**src/rtl/cpu_pkg.sv**
```systemverilog
//------------------------------------------------------------------------------
// cpu_pkg : shared datapath widths and load-op codes for the in-order pipeline.
// Revision: 1.0
//------------------------------------------------------------------------------
`default_nettype none

package cpu_pkg;
  localparam int DW     = 32;
  localparam int LDOP_W = 3;

  typedef enum logic [LDOP_W-1:0] {
    LD_W  = 3'd0,
    LD_B  = 3'd1,
    LD_H  = 3'd2,
    LD_BU = 3'd3,
    LD_HU = 3'd4
  } ld_op_e;

  // Unknown codes behave as a full-word load.
  function automatic logic is_word_op(input logic [LDOP_W-1:0] op);
    return !(op == LD_B || op == LD_H || op == LD_BU || op == LD_HU);
  endfunction
endpackage

`default_nettype wire

```
**src/rtl/mem_stage_load_extend.sv**
```systemverilog
//------------------------------------------------------------------------------
// load_extend : combinational byte/half lane select with sign/zero extension.
// Revision: 1.0
//------------------------------------------------------------------------------
`default_nettype none

module load_extend
  import cpu_pkg::*;
(
  input  logic [31:0]       raw_i,
  input  logic [1:0]        addr_i,
  input  logic [LDOP_W-1:0] ld_op_i,
  output logic [31:0]       result_o
);

  logic [7:0]  w_byte;
  logic [15:0] w_half;

  always_comb begin
    w_byte = raw_i[7:0];
    case (addr_i)
      2'd1:    w_byte = raw_i[15:8];
      2'd2:    w_byte = raw_i[23:16];
      2'd3:    w_byte = raw_i[31:24];
      default: w_byte = raw_i[7:0];
    endcase
    w_half = addr_i[1] ? raw_i[31:16] : raw_i[15:0];
  end

  always_comb begin
    result_o = raw_i;
    case (ld_op_i)
      LD_B:    result_o = {{24{w_byte[7]}}, w_byte};
      LD_BU:   result_o = {24'd0, w_byte};
      LD_H:    result_o = {{16{w_half[15]}}, w_half};
      LD_HU:   result_o = {16'd0, w_half};
      default: result_o = raw_i;
    endcase
  end

endmodule

`default_nettype wire

```
**src/rtl/mem_stage.sv**
```systemverilog
//------------------------------------------------------------------------------
// mem_stage : MEM pipeline stage; latches EX results, buffers SRAM read data
// under WB back-pressure. Optional MS_ALE_CHECK_EN adds misaligned-load flag.
// Revision: 1.0
//------------------------------------------------------------------------------
`default_nettype none

module mem_stage #(
  parameter int DW     = 32,
  parameter int LDOP_W = 3
) (
  input  logic              clk,
  input  logic              resetn,
  input  logic              es_to_ms_valid,
  output logic              ms_allowin,
  input  logic [DW-1:0]     es_pc,
  input  logic              es_rf_we,
  input  logic [4:0]        es_rf_waddr,
  input  logic [DW-1:0]     es_alu_result,
  input  logic              es_res_from_mem,
  input  logic [LDOP_W-1:0] es_ld_op,
  input  logic [DW-1:0]     data_sram_rdata,
  input  logic              ws_allowin,
  output logic              ms_to_ws_valid,
  output logic [DW-1:0]     ms_pc,
  output logic              ms_rf_we,
  output logic [4:0]        ms_rf_waddr,
  output logic [DW-1:0]     ms_final_result,
`ifdef MS_ALE_CHECK_EN
  output logic              ms_ale,
`endif
  output logic              ms_res_from_mem
);
  import cpu_pkg::*;

  logic              ms_valid_q, first_q, rf_we_q, res_mem_q, buf_vld_q;
  logic [DW-1:0]     pc_q, alu_q, buf_q;
  logic [4:0]        waddr_q;
  logic [LDOP_W-1:0] ld_op_q;
  logic [DW-1:0]     w_raw, w_ext;
  logic              w_ready_go;

  assign w_ready_go     = 1'b1;
  assign ms_allowin     = !ms_valid_q || (ws_allowin && w_ready_go);
  assign ms_to_ws_valid = ms_valid_q && w_ready_go;

  always_ff @(posedge clk) begin
    if (!resetn) begin
      ms_valid_q <= 1'b0;
      first_q    <= 1'b0;
      pc_q       <= '0;
      rf_we_q    <= 1'b0;
      waddr_q    <= '0;
      alu_q      <= '0;
      res_mem_q  <= 1'b0;
      ld_op_q    <= '0;
      buf_q      <= '0;
      buf_vld_q  <= 1'b0;
    end else begin
      if (ms_allowin) ms_valid_q <= es_to_ms_valid;
      if (es_to_ms_valid && ms_allowin) begin
        first_q   <= 1'b1;
        pc_q      <= es_pc;
        rf_we_q   <= es_rf_we;
        waddr_q   <= es_rf_waddr;
        alu_q     <= es_alu_result;
        res_mem_q <= es_res_from_mem;
        ld_op_q   <= es_ld_op;
      end else begin
        first_q <= 1'b0;
      end
      // SRAM data is only valid in the first cycle; capture it if WB stalls us.
      if (ms_to_ws_valid && ws_allowin) begin
        buf_vld_q <= 1'b0;
      end else if (ms_valid_q && first_q && res_mem_q && !ws_allowin) begin
        buf_q     <= data_sram_rdata;
        buf_vld_q <= 1'b1;
      end
    end
  end

  assign w_raw = buf_vld_q ? buf_q : data_sram_rdata;

  load_extend u_load_extend (
    .raw_i    (w_raw),
    .addr_i   (alu_q[1:0]),
    .ld_op_i  (ld_op_q),
    .result_o (w_ext)
  );

  assign ms_final_result = res_mem_q ? w_ext : alu_q;
  assign ms_pc           = pc_q;
  assign ms_rf_waddr     = waddr_q;
  assign ms_res_from_mem = res_mem_q;

`ifdef MS_ALE_CHECK_EN
  assign ms_ale = ms_valid_q && res_mem_q &&
                  (((ld_op_q == LD_H || ld_op_q == LD_HU) && alu_q[0]) ||
                   (is_word_op(ld_op_q) && (alu_q[1:0] != 2'b00)));
  assign ms_rf_we = ms_valid_q && rf_we_q && !ms_ale;
`else
  assign ms_rf_we = ms_valid_q && rf_we_q;
`endif

endmodule

`default_nettype wire

```
**config.mk**
```make
export PLATFORM = sky130hd
export DESIGN_NAME = mem_stage
export DESIGN_NICKNAME = d
export VERILOG_FILES = /design/src/rtl/cpu_pkg.sv /design/src/rtl/mem_stage_load_extend.sv /design/src/rtl/mem_stage.sv
export SDC_FILE = /design/constraint.sdc
export NUM_CORES = 1
export LEC_CHECK = 0
export ABC_CLOCK_PERIOD_IN_PS = 4200
export BUFFER_PORTS_ARGS = -buffer_cell sky130_fd_sc_hd__buf_4
export CAP_MARGIN = 20
export CORE_MARGIN = 2
export CORE_UTILIZATION = 35
export CTS_CLUSTER_DIAMETER = 80
export CTS_CLUSTER_SIZE = 16
export DETAILED_ROUTE_END_ITERATION = 7
export GPL_TIMING_DRIVEN = 0
export PLACE_DENSITY_LB_ADDON = 0.12
export REMOVE_ABC_BUFFERS = 1
export SLEW_MARGIN = 20
export SYNTH_ARGS = -nofsm -noshare
export SYNTH_HDL_FRONTEND = slang
export SYNTH_SLANG_ARGS = --single-unit
```
**constraint.sdc**
```tcl
create_clock -name clk -period 4.2 [get_ports clk]
set_clock_uncertainty 0.05 [all_clocks]
set_input_delay 0.84 -clock clk [delete_from_list [all_inputs] [get_ports clk]]
set_output_delay 0.84 -clock clk [all_outputs]
set_load 0.005 [all_outputs]
```
# After elaboration in Yosys (flattened, before gate mapping)
# Cells that the tools add are included.
[word_totals]
register_bits = 109
in_bits = 110
elab_cells = 36
[op_classes]
eq_ne = 7
n_mux = 6
n_bitwise = 2
n_reduce_logical = 11
[ops]
columns = ["op", "n"]
rows = [
  ["$pmux W32 S4", 1],
  ["$mux W32", 2],
  ["$pmux W8 S3", 1],
  ["$mux W16", 1],
  ["$eq A3 B2 Y1 const B", 2],
  ["$logic_and A1 B1 Y1", 6],
  ["$eq A2 B2 Y1 const B", 2],
  ["$eq A3 B1 Y1 const B", 1],
  ["$eq A3 B3 Y1 const B", 1],
  ["$eq A2 B1 Y1 const B", 1],
  ["$logic_not A1 Y1", 2],
  ["$not A1 Y1", 2],
  ["$reduce_and A2 Y1", 1],
  ["$reduce_or A2 Y1", 1],
  ["$logic_or A1 B1 Y1", 1],
  ["$mux W1", 1],
]

# Depth between registers and ports, before layout
# Gate-level depths: netlist of run 1.
[logic_depth]
ltp_word = 4
ltp_mapped = 8

# Modules after synthesis
# Synthesis of run 1 repeated with hierarchy kept, for this count alone.
[hier_totals]
cells_unflattened = 700
hier_area_um2 = 6149.6
[by_module_without_submodules]
columns = ["module", "n_inst", "cells_per_inst", "area_each_um2"]
rows = [
  ["mem_stage", 1, 549, 4961.0],
  ["load_extend", 1, 151, 1188.6],
]

# Worst setup path after synthesis of run 1
# Ideal clock, no wire load.
[synth_path]
path_type = "input -> output"
start = "in data_sram_rdata[31]"
end = "out ms_final_result[21]"
arrival_ns = 1.800
required_time_ns = 3.310
slack_ns = 1.510
path_stages = 5
n_path_buf = 1
path_cell_list = "mux4_2 > nand2_1 > o21ai_2 > buf_6 > o22a_1"
[synth_via]
elab_chain_len = 4
[synth_rtl]
columns = ["item", "line", "text"]
rows = [
  ["start: declaration", "mem_stage.sv:22", "input logic [DW-1:0] data_sram_rdata,"],
  ["$mux W32 (*)", "mem_stage.sv:82", "assign w_raw = buf_vld_q ? buf_q : data_sram_rdata;"],
  ["$pmux W8 S3 or $mux W16 (tied branches)", "mem_stage_load_extend.sv:21, mem_stage_load_extend.sv:27", ""],
  ["$pmux W32 S4 (*)", "mem_stage_load_extend.sv:32", "case (ld_op_i)"],
  ["$mux W32 (*)", "mem_stage.sv:91", "assign ms_final_result = res_mem_q ? w_ext : alu_q;"],
  ["end: declaration", "mem_stage.sv:28", "output logic [DW-1:0] ms_final_result,"],
]
# Mark *: on every way between the ends. The rest lies on a longest branch, timed or not.

# Final worst setup path of run 1
[layout_path]
start = "reg buf_vld_q"
end = "out ms_final_result[24]"
[layout_via]
elab_chain_len = 4
[layout_rtl]
columns = ["item", "line", "text"]
rows = [
  ["start: declaration", "mem_stage.sv:36", "logic ms_valid_q, first_q, rf_we_q, res_mem_q, buf_vld_q;"],
  ["start signal: assignment", "mem_stage.sv:58", "buf_vld_q <= 1'b0;"],
  ["start signal: assignment", "mem_stage.sv:74", "buf_vld_q <= 1'b0;"],
  ["start signal: assignment", "mem_stage.sv:77", "buf_vld_q <= 1'b1;"],
  ["$mux W32 (*)", "mem_stage.sv:82", ""],
  ["$pmux W8 S3 or $mux W16 (tied branches)", "mem_stage_load_extend.sv:21, mem_stage_load_extend.sv:27", ""],
  ["$pmux W32 S4 (*)", "mem_stage_load_extend.sv:32", ""],
  ["$mux W32 (*)", "mem_stage.sv:91", ""],
]
# Marked as above.

==> impl_metrics.json, run 1 <==
{
  "run_status": "finished, final reports clean",
  "clk_pin_slew_ns": 0.08,
  "dp_hpwl_um": 11000,
  "die_w_um": 131,
  "swShare": 0.271,
  "cts_hold_buf": 0,
  "relSlewSlack": 0.338,
  "vias_per_cell": 4.98,
  "hold_ws_ns": 0.417,
  "synth_cells": 694,
  "place_inst": 1032,
  "finalNonFillerCells": 1048,
  "worst_ir_drop_vdd_v": 0.000189,
  "routabilityCongestion": 0.785,
  "clock_latency_ns": 0.35,
  "reg2reg_to": "buf_q[29]",
  "cts_buffers": 9,
  "ys_ff_latch": 109,
  "end_kind": "primary output",
  "num_rows": 46,
  "grt_pass1_vias": 4967,
  "synth_edf_count": 0,
  "yosys.area.top_type": "dfxtp_1",
  "max-cap-violations": 0,
  "critical_path_class": "reg -> out",
  "setup_viol": 0,
  "antenna_cells": 0,
  "synth_compound_area_frac": 0.251,
  "die_h_um": 131,
  "port_buffers": 182,
  "ys_async_sr_fraction": 0,
  "ys_types": 48,
  "period_needed_ns": 3.84,
  "netlist_top_cells_area": "dfxtp_1 39%, nand2_1 16%, a21boi_0 14%, mux2i_1 5.3%, o22a_1 2.5%",
  "pwr-share-seq": 0.450,
  "wl_um": 16600,
  "cellPowerDensity_nw_per_um2": 339,
  "p_sw_w": 0.000676,
  "rsz0062_at_grt": "false",
  "grt_first_pass_wirelength_um": 25800,
  "postCtsSetupBuffers": 0,
  "yosys.area_share.simple": 0.205,
  "grt_usage": 0.194,
  "synth_xor_area_frac": 0.00156,
  "initial_core_util": 0.356,
  "postSynthAreaPerCell_sq_um": 8.10,
  "cts_sinks": 109,
  "core_sq_um": 15800,
  "dr.pass1.iters": 4,
  "grt_overflow_total": 0,
  "p_int_w": 0.00182,
  "cp.required_ns": 3.31,
  "tightest_slew_ns": 0.990,
  "yosysTopAreaCellShare": 0.388,
  "ys_seq_area_frac": 0.388,
  "endpoint": "ms_final_result[24]",
  "synth.most_common_cell": "nand2_1",
  "ant_nets": 0,
  "drtIter0Drc": 315,
  "io_pins": 183,
  "reg2reg_depth": 3,
  "synthMuxAreaShare": 0.0935,
  "hold_viol_final": 0,
  "synth_area_sq_um": 5620,
  "final_layout_size_suffix_gt1_frac": 0.275,
  "reg2reg_from": "ms_res_from_mem",
  "slew_violations": 0,
  "cts_tree": "yes",
  "p_leak_nw": 2.90,
  "combinationalPowerShare": 0.173,
  "ctsRootBufferMaster": "clkbuf_16",
  "fmax_mhz": 261,
  "arrival_ns": 2.95,
  "grt_start_max_net_pins": 110,
  "synth_top_family_by_area": "compound AO/OA/AOI/OAI gates",
  "yosys_warnings": 0,
  "pwr-share-clk": 0.377,
  "ys.flop_type": "dfxtp_1",
  "hold_class": "reg -> reg",
  "rrSetupSlack_ns": 2.11,
  "die_area_sq_um": 17100,
  "cp_max_fo": 41,
  "cts_resized": 0,
  "wl_per_cell_um": 15.8,
  "start_kind": "flip-flop",
  "nets": 937,
  "synthAdderAreaFrac": 0,
  "startpoint": "buf_vld_q",
  "synthTopCellsByCount": "235 x nand2_1, 109 x dfxtp_1, 106 x a21boi_0",
  "fin_crit_sh": 0.914,
  "htree_levels": 3,
  "drcViolationCount": 0,
  "synthToLayoutAreaGrowth_pct": 30.9,
  "via_count": 5220,
  "grt_antenna_before_repair": 0,
  "cts_max_path_buffers": 2
}
[power by group through the flow]
stage                     combinational [W]  sequential (W)  clock (W)
after floorplan                    0.000189         0.00113          0
after global placement             0.000428         0.00114          0
after detailed placement           0.000435         0.00114          0
after CTS                          0.000437         0.00112   0.000967
after global routing               0.000475         0.00113    0.00100
final                              0.000431         0.00112   0.000939
[cells in the final DEF (no fill, tap or decap), types with 6 or more instances in the layout]
| cell type | n |
|---|---|
| a31oi_1 | 14 |
| mux2i_1 | 30 |
| clkbuf_16 | 10 |
| nand2_1 | 234 |
| dfxtp_1 | 106 |
| nor2_1 | 15 |
| mux4_2 | 6 |
| a21boi_0 | 106 |
| nand3_1 | 6 |
| o21ai_0 | 21 |
| mux2_2 | 8 |
| buf_4 | 182 |
| o22a_1 | 16 |
[cell families (layout without fill, tap and decap cells)]
kind of cell	after synthesis	count (layout)
flip-flops	109	109
AO/OA/AOI/OAI	191	191
buffers and inverters	67	205
multiplexers	44	44
XOR/XNOR	1	1
AND/OR/NAND/NOR	282	282
[final cells by class]
type / count / area [sq um]
flip-flops and latches: 109 / 2190
well taps: 216 / 270
clock buffers: 10 / 250
repair buffers: 185 / 1440
multi-input cells: 518 / 3110
fillers: 1606 / 8410
clock inverters: 6 / 80.1
inverters: 4 / 15.0
[flip-flops by register name, indices dropped and copies added, names as in the netlist]
signal,flops
rf_we_q,1
first_q,1
alu_q,32
ld_op_q,3
ms_pc,32
ms_res_from_mem,1
ms_rf_waddr,5
buf_vld_q,1
buf_q,32
ms_to_ws_valid,1
[per-stage QoR]
stage	instance area (sq um)	power (W)	setup TNS, ns	util	setup WS (ns)
after floorplan	5290	0.00132	0	-	0.647
after global placement	6930	0.00157	-18.73	0.439	-0.608
after global routing	7360	0.00261	0	0.467	0.165
after CTS	7360	0.00252	0	0.467	0.294
final	7360	0.00249	0	0.467	0.363
after detailed placement	7030	0.00158	0	0.446	0.685
[worst max-delay path: stages (launching register included)]
cell,delay [ns]
dfxtp_4,0.80
mux2i_1,0.26
a221o_1,0.38
o21ai_2,0.71
o22a_1,0.30
buf_4,0.12
[metal layers]
layer / part of all wire / GRT usage / vias up / wire length [um]
li1: - / - / 2635 / -
met1: 0.45 / 0.251 / 2401 / 7440
met2: 0.45 / 0.307 / 169 / 7460
met3: 0.086 / 0.0615 / 15 / 1430
met4: 0.016 / 0.0695 / 0 / 261
met5: 0 / 0 / - / 0
[worst min path at each step]
stage | slack (ns) | end | from | depth (start not counted)
2_1_floorplan | 0.39 | rf_we_q | rf_we_q | 2
3_3_place_gp | 0.40 | buf_q[16] | buf_q[16] | 2
3_5_place_dp | 0.41 | buf_q[14] | buf_q[14] | 2
4_1_cts | 0.42 | buf_q[16] | buf_q[16] | 2
5_1_grt | 0.44 | buf_q[16] | buf_q[16] | 2
6_report | 0.42 | ms_pc[15] | ms_pc[15] | 2
No activity file was read; power rests on OpenSTA's default activity.
==> run 2, diff against run 1 <==
--- a/config.mk
+++ b/config.mk
@@ -9,7 +9,7 @@
 export BUFFER_PORTS_ARGS = -buffer_cell sky130_fd_sc_hd__buf_4
 export CAP_MARGIN = 20
 export CORE_MARGIN = 2
-export CORE_UTILIZATION = 35
+export CORE_UTILIZATION = 40
 export CTS_CLUSTER_DIAMETER = 80
 export CTS_CLUSTER_SIZE = 16
 export DETAILED_ROUTE_END_ITERATION = 7
==> run 2 against run 1 <==
Via count rose by 1.5%; critical path depth did not move; cell area fell by 0.51%; setup slack got worse by 0.014 ns; non-clock buffer count did not move; clock-buffer cell count did not move; sequential power barely moved; final cell count fell by 3.4%; hold slack got worse by 0.0029 ns; wire length fell by 1.9%; critical path type unchanged; largest cell class unchanged; largest power group unchanged.
==> impl_metrics.json, run 2 (synthesis results as in run 1) <==
{
  "startpoint": "buf_vld_q",
  "ctsRootBufferMaster": "clkbuf_16",
  "initial_core_util": 0.406,
  "dp_hpwl_um": 10900,
  "final_cell_mix": "234 x nand2_1, 182 x buf_4, 106 x a21boi_0, 106 x dfxtp_1, 30 x mux2i_1",
  "cts_buffers": 9,
  "num_rows": 43,
  "rsz0062_at_grt": "false",
  "wl_um": 16300,
  "io_pins": 183,
  "reg2reg_depth": 3,
  "die_area_sq_um": 15000,
  "grt_start_max_net_pins": 110,
  "wl_per_cell_um": 16.1,
  "cts_tree": "yes",
  "hold_viol_final": 0,
  "relSlewSlack": 0.373,
  "run_status": "finished, final reports clean",
  "tightest_slew_ns": 0.940,
  "grt_usage": 0.220,
  "whs_path_depth": 2,
  "slew_violations": 0,
  "htree_levels": 3,
  "synthToLayoutAreaGrowth_pct": 30.3,
  "max-cap-violations": 0,
  "final_common_cell": "nand2_1",
  "dp_slack_ns": 0.741,
  "hold_class": "reg -> reg",
  "ant_nets": 0,
  "arrival_ns": 2.96,
  "p_total_w": 0.00253,
  "fin_crit_sh": 0.917,
  "die_w_um": 123,
  "start_kind": "flip-flop",
  "endpoint": "ms_final_result[27]",
  "cp.required_ns": 3.31,
  "clk_pin_slew_ns": 0.07,
  "rrSetupSlack_ns": 2.11,
  "die_h_um": 123,
  "reg2reg_to": "buf_q[2]",
  "dr.pass1.iters": 5,
  "vias_per_cell": 5.24,
  "period_needed_ns": 3.85,
  "clock_latency_ns": 0.35,
  "final_layout_size_suffix_gt1_frac": 0.274,
  "setup_viol": 0,
  "setup_ws_ns": 0.350,
  "cts_max_path_buffers": 2,
  "port_buffers": 182,
  "reg2reg_from": "ms_res_from_mem",
  "grt_overflow_total": 0,
  "via_count": 5298,
  "grt_antenna_before_repair": 0,
  "p_leak_nw": 2.91,
  "cp_max_fo": 41,
  "grt_pass1_vias": 5090,
  "postCtsSetupBuffers": 0,
  "end_kind": "primary output",
  "drtIter0Drc": 295,
  "cts_hold_buf": 0,
  "grt_first_pass_wirelength_um": 25900,
  "fmax_mhz": 260,
  "nets": 937,
  "routabilityCongestion": 0.762,
  "antenna_cells": 0,
  "worst_ir_drop_vdd_v": 0.000164,
  "cts_sinks": 109,
  "critical_path_class": "reg -> out",
  "drcViolationCount": 0,
  "core_sq_um": 13800,
  "cellPowerDensity_nw_per_um2": 345,
  "cts_resized": 0
}
[run 2: cell count changes in the layout (fill, tap and decap cells not counted)]
cell | previous run | this run
bufinv_16 | 1 | 3
clkbuf_1 | 0 | 1
clkbuf_16 | 10 | 9
clkinv_2 | 0 | 2
clkinv_4 | 2 | 0
clkinv_8 | 1 | 0
clkinvlp_4 | 1 | 0
[run 2: how the worst min path moves through the flow]
stage          slack, ns           start              to
2_1_floorplan       0.39         rf_we_q         rf_we_q
3_3_place_gp        0.40       buf_q[16]       buf_q[16]
3_5_place_dp        0.41         rf_we_q         rf_we_q
4_1_cts             0.42         rf_we_q         rf_we_q
5_1_grt             0.44  ms_rf_waddr[0]  ms_rf_waddr[0]
6_report            0.41         rf_we_q         rf_we_q
[run 2: metrics by stage]
stage | utilization | instances | setup TNS, ns | instance area, sq um | hold slack (ns)
2_1_floorplan | - | 631 | 0 | 5290 | 0.389
3_3_place_gp | 0.498 | 993 | -15.00 | 6880 | 0.400
3_5_place_dp | 0.505 | 996 | 0 | 6980 | 0.406
4_1_cts | 0.529 | 1012 | 0 | 7320 | 0.416
5_1_grt | 0.529 | 1012 | 0 | 7320 | 0.438
6_report | 0.529 | 1012 | 0 | 7320 | 0.414
[run 2: layer usage]
layer	part of all wire	global-route usage	up-vias
met1	0.45	0.292	2460
met3	0.089	0.0664	15
li1	-	-	2635
met4	0.016	0.0704	0
met2	0.45	0.342	188
met5	0	0	-
[run 2: worst max-delay path, cell delays in order, from the launching register on]
cell	delay, ns
dfxtp_4	0.81
mux2i_1	0.28
a221o_1	0.39
o21ai_2	0.72
o22a_1	0.27
buf_4	0.11
[run 2: area by class of cell]
class	count	area [sq um]
Sequential cell	109	2190
Multi-Input combinational cell	518	3110
Inverter	4	15.0
Clock inverter	6	109
Timing Repair Buffer	185	1440
Tap cell	180	225
Clock buffer	10	229
Fill cell	1311	6510
[run 2: where the power goes]
group / internal, W / switching, W / total, W
Clock: 0.000584 / 0.000395 / 0.000979
Sequential: 0.00108 / 0.0000444 / 0.00112
Combinational: 0.000231 / 0.000197 / 0.000429
Total: 0.00189 / 0.000637 / 0.00253
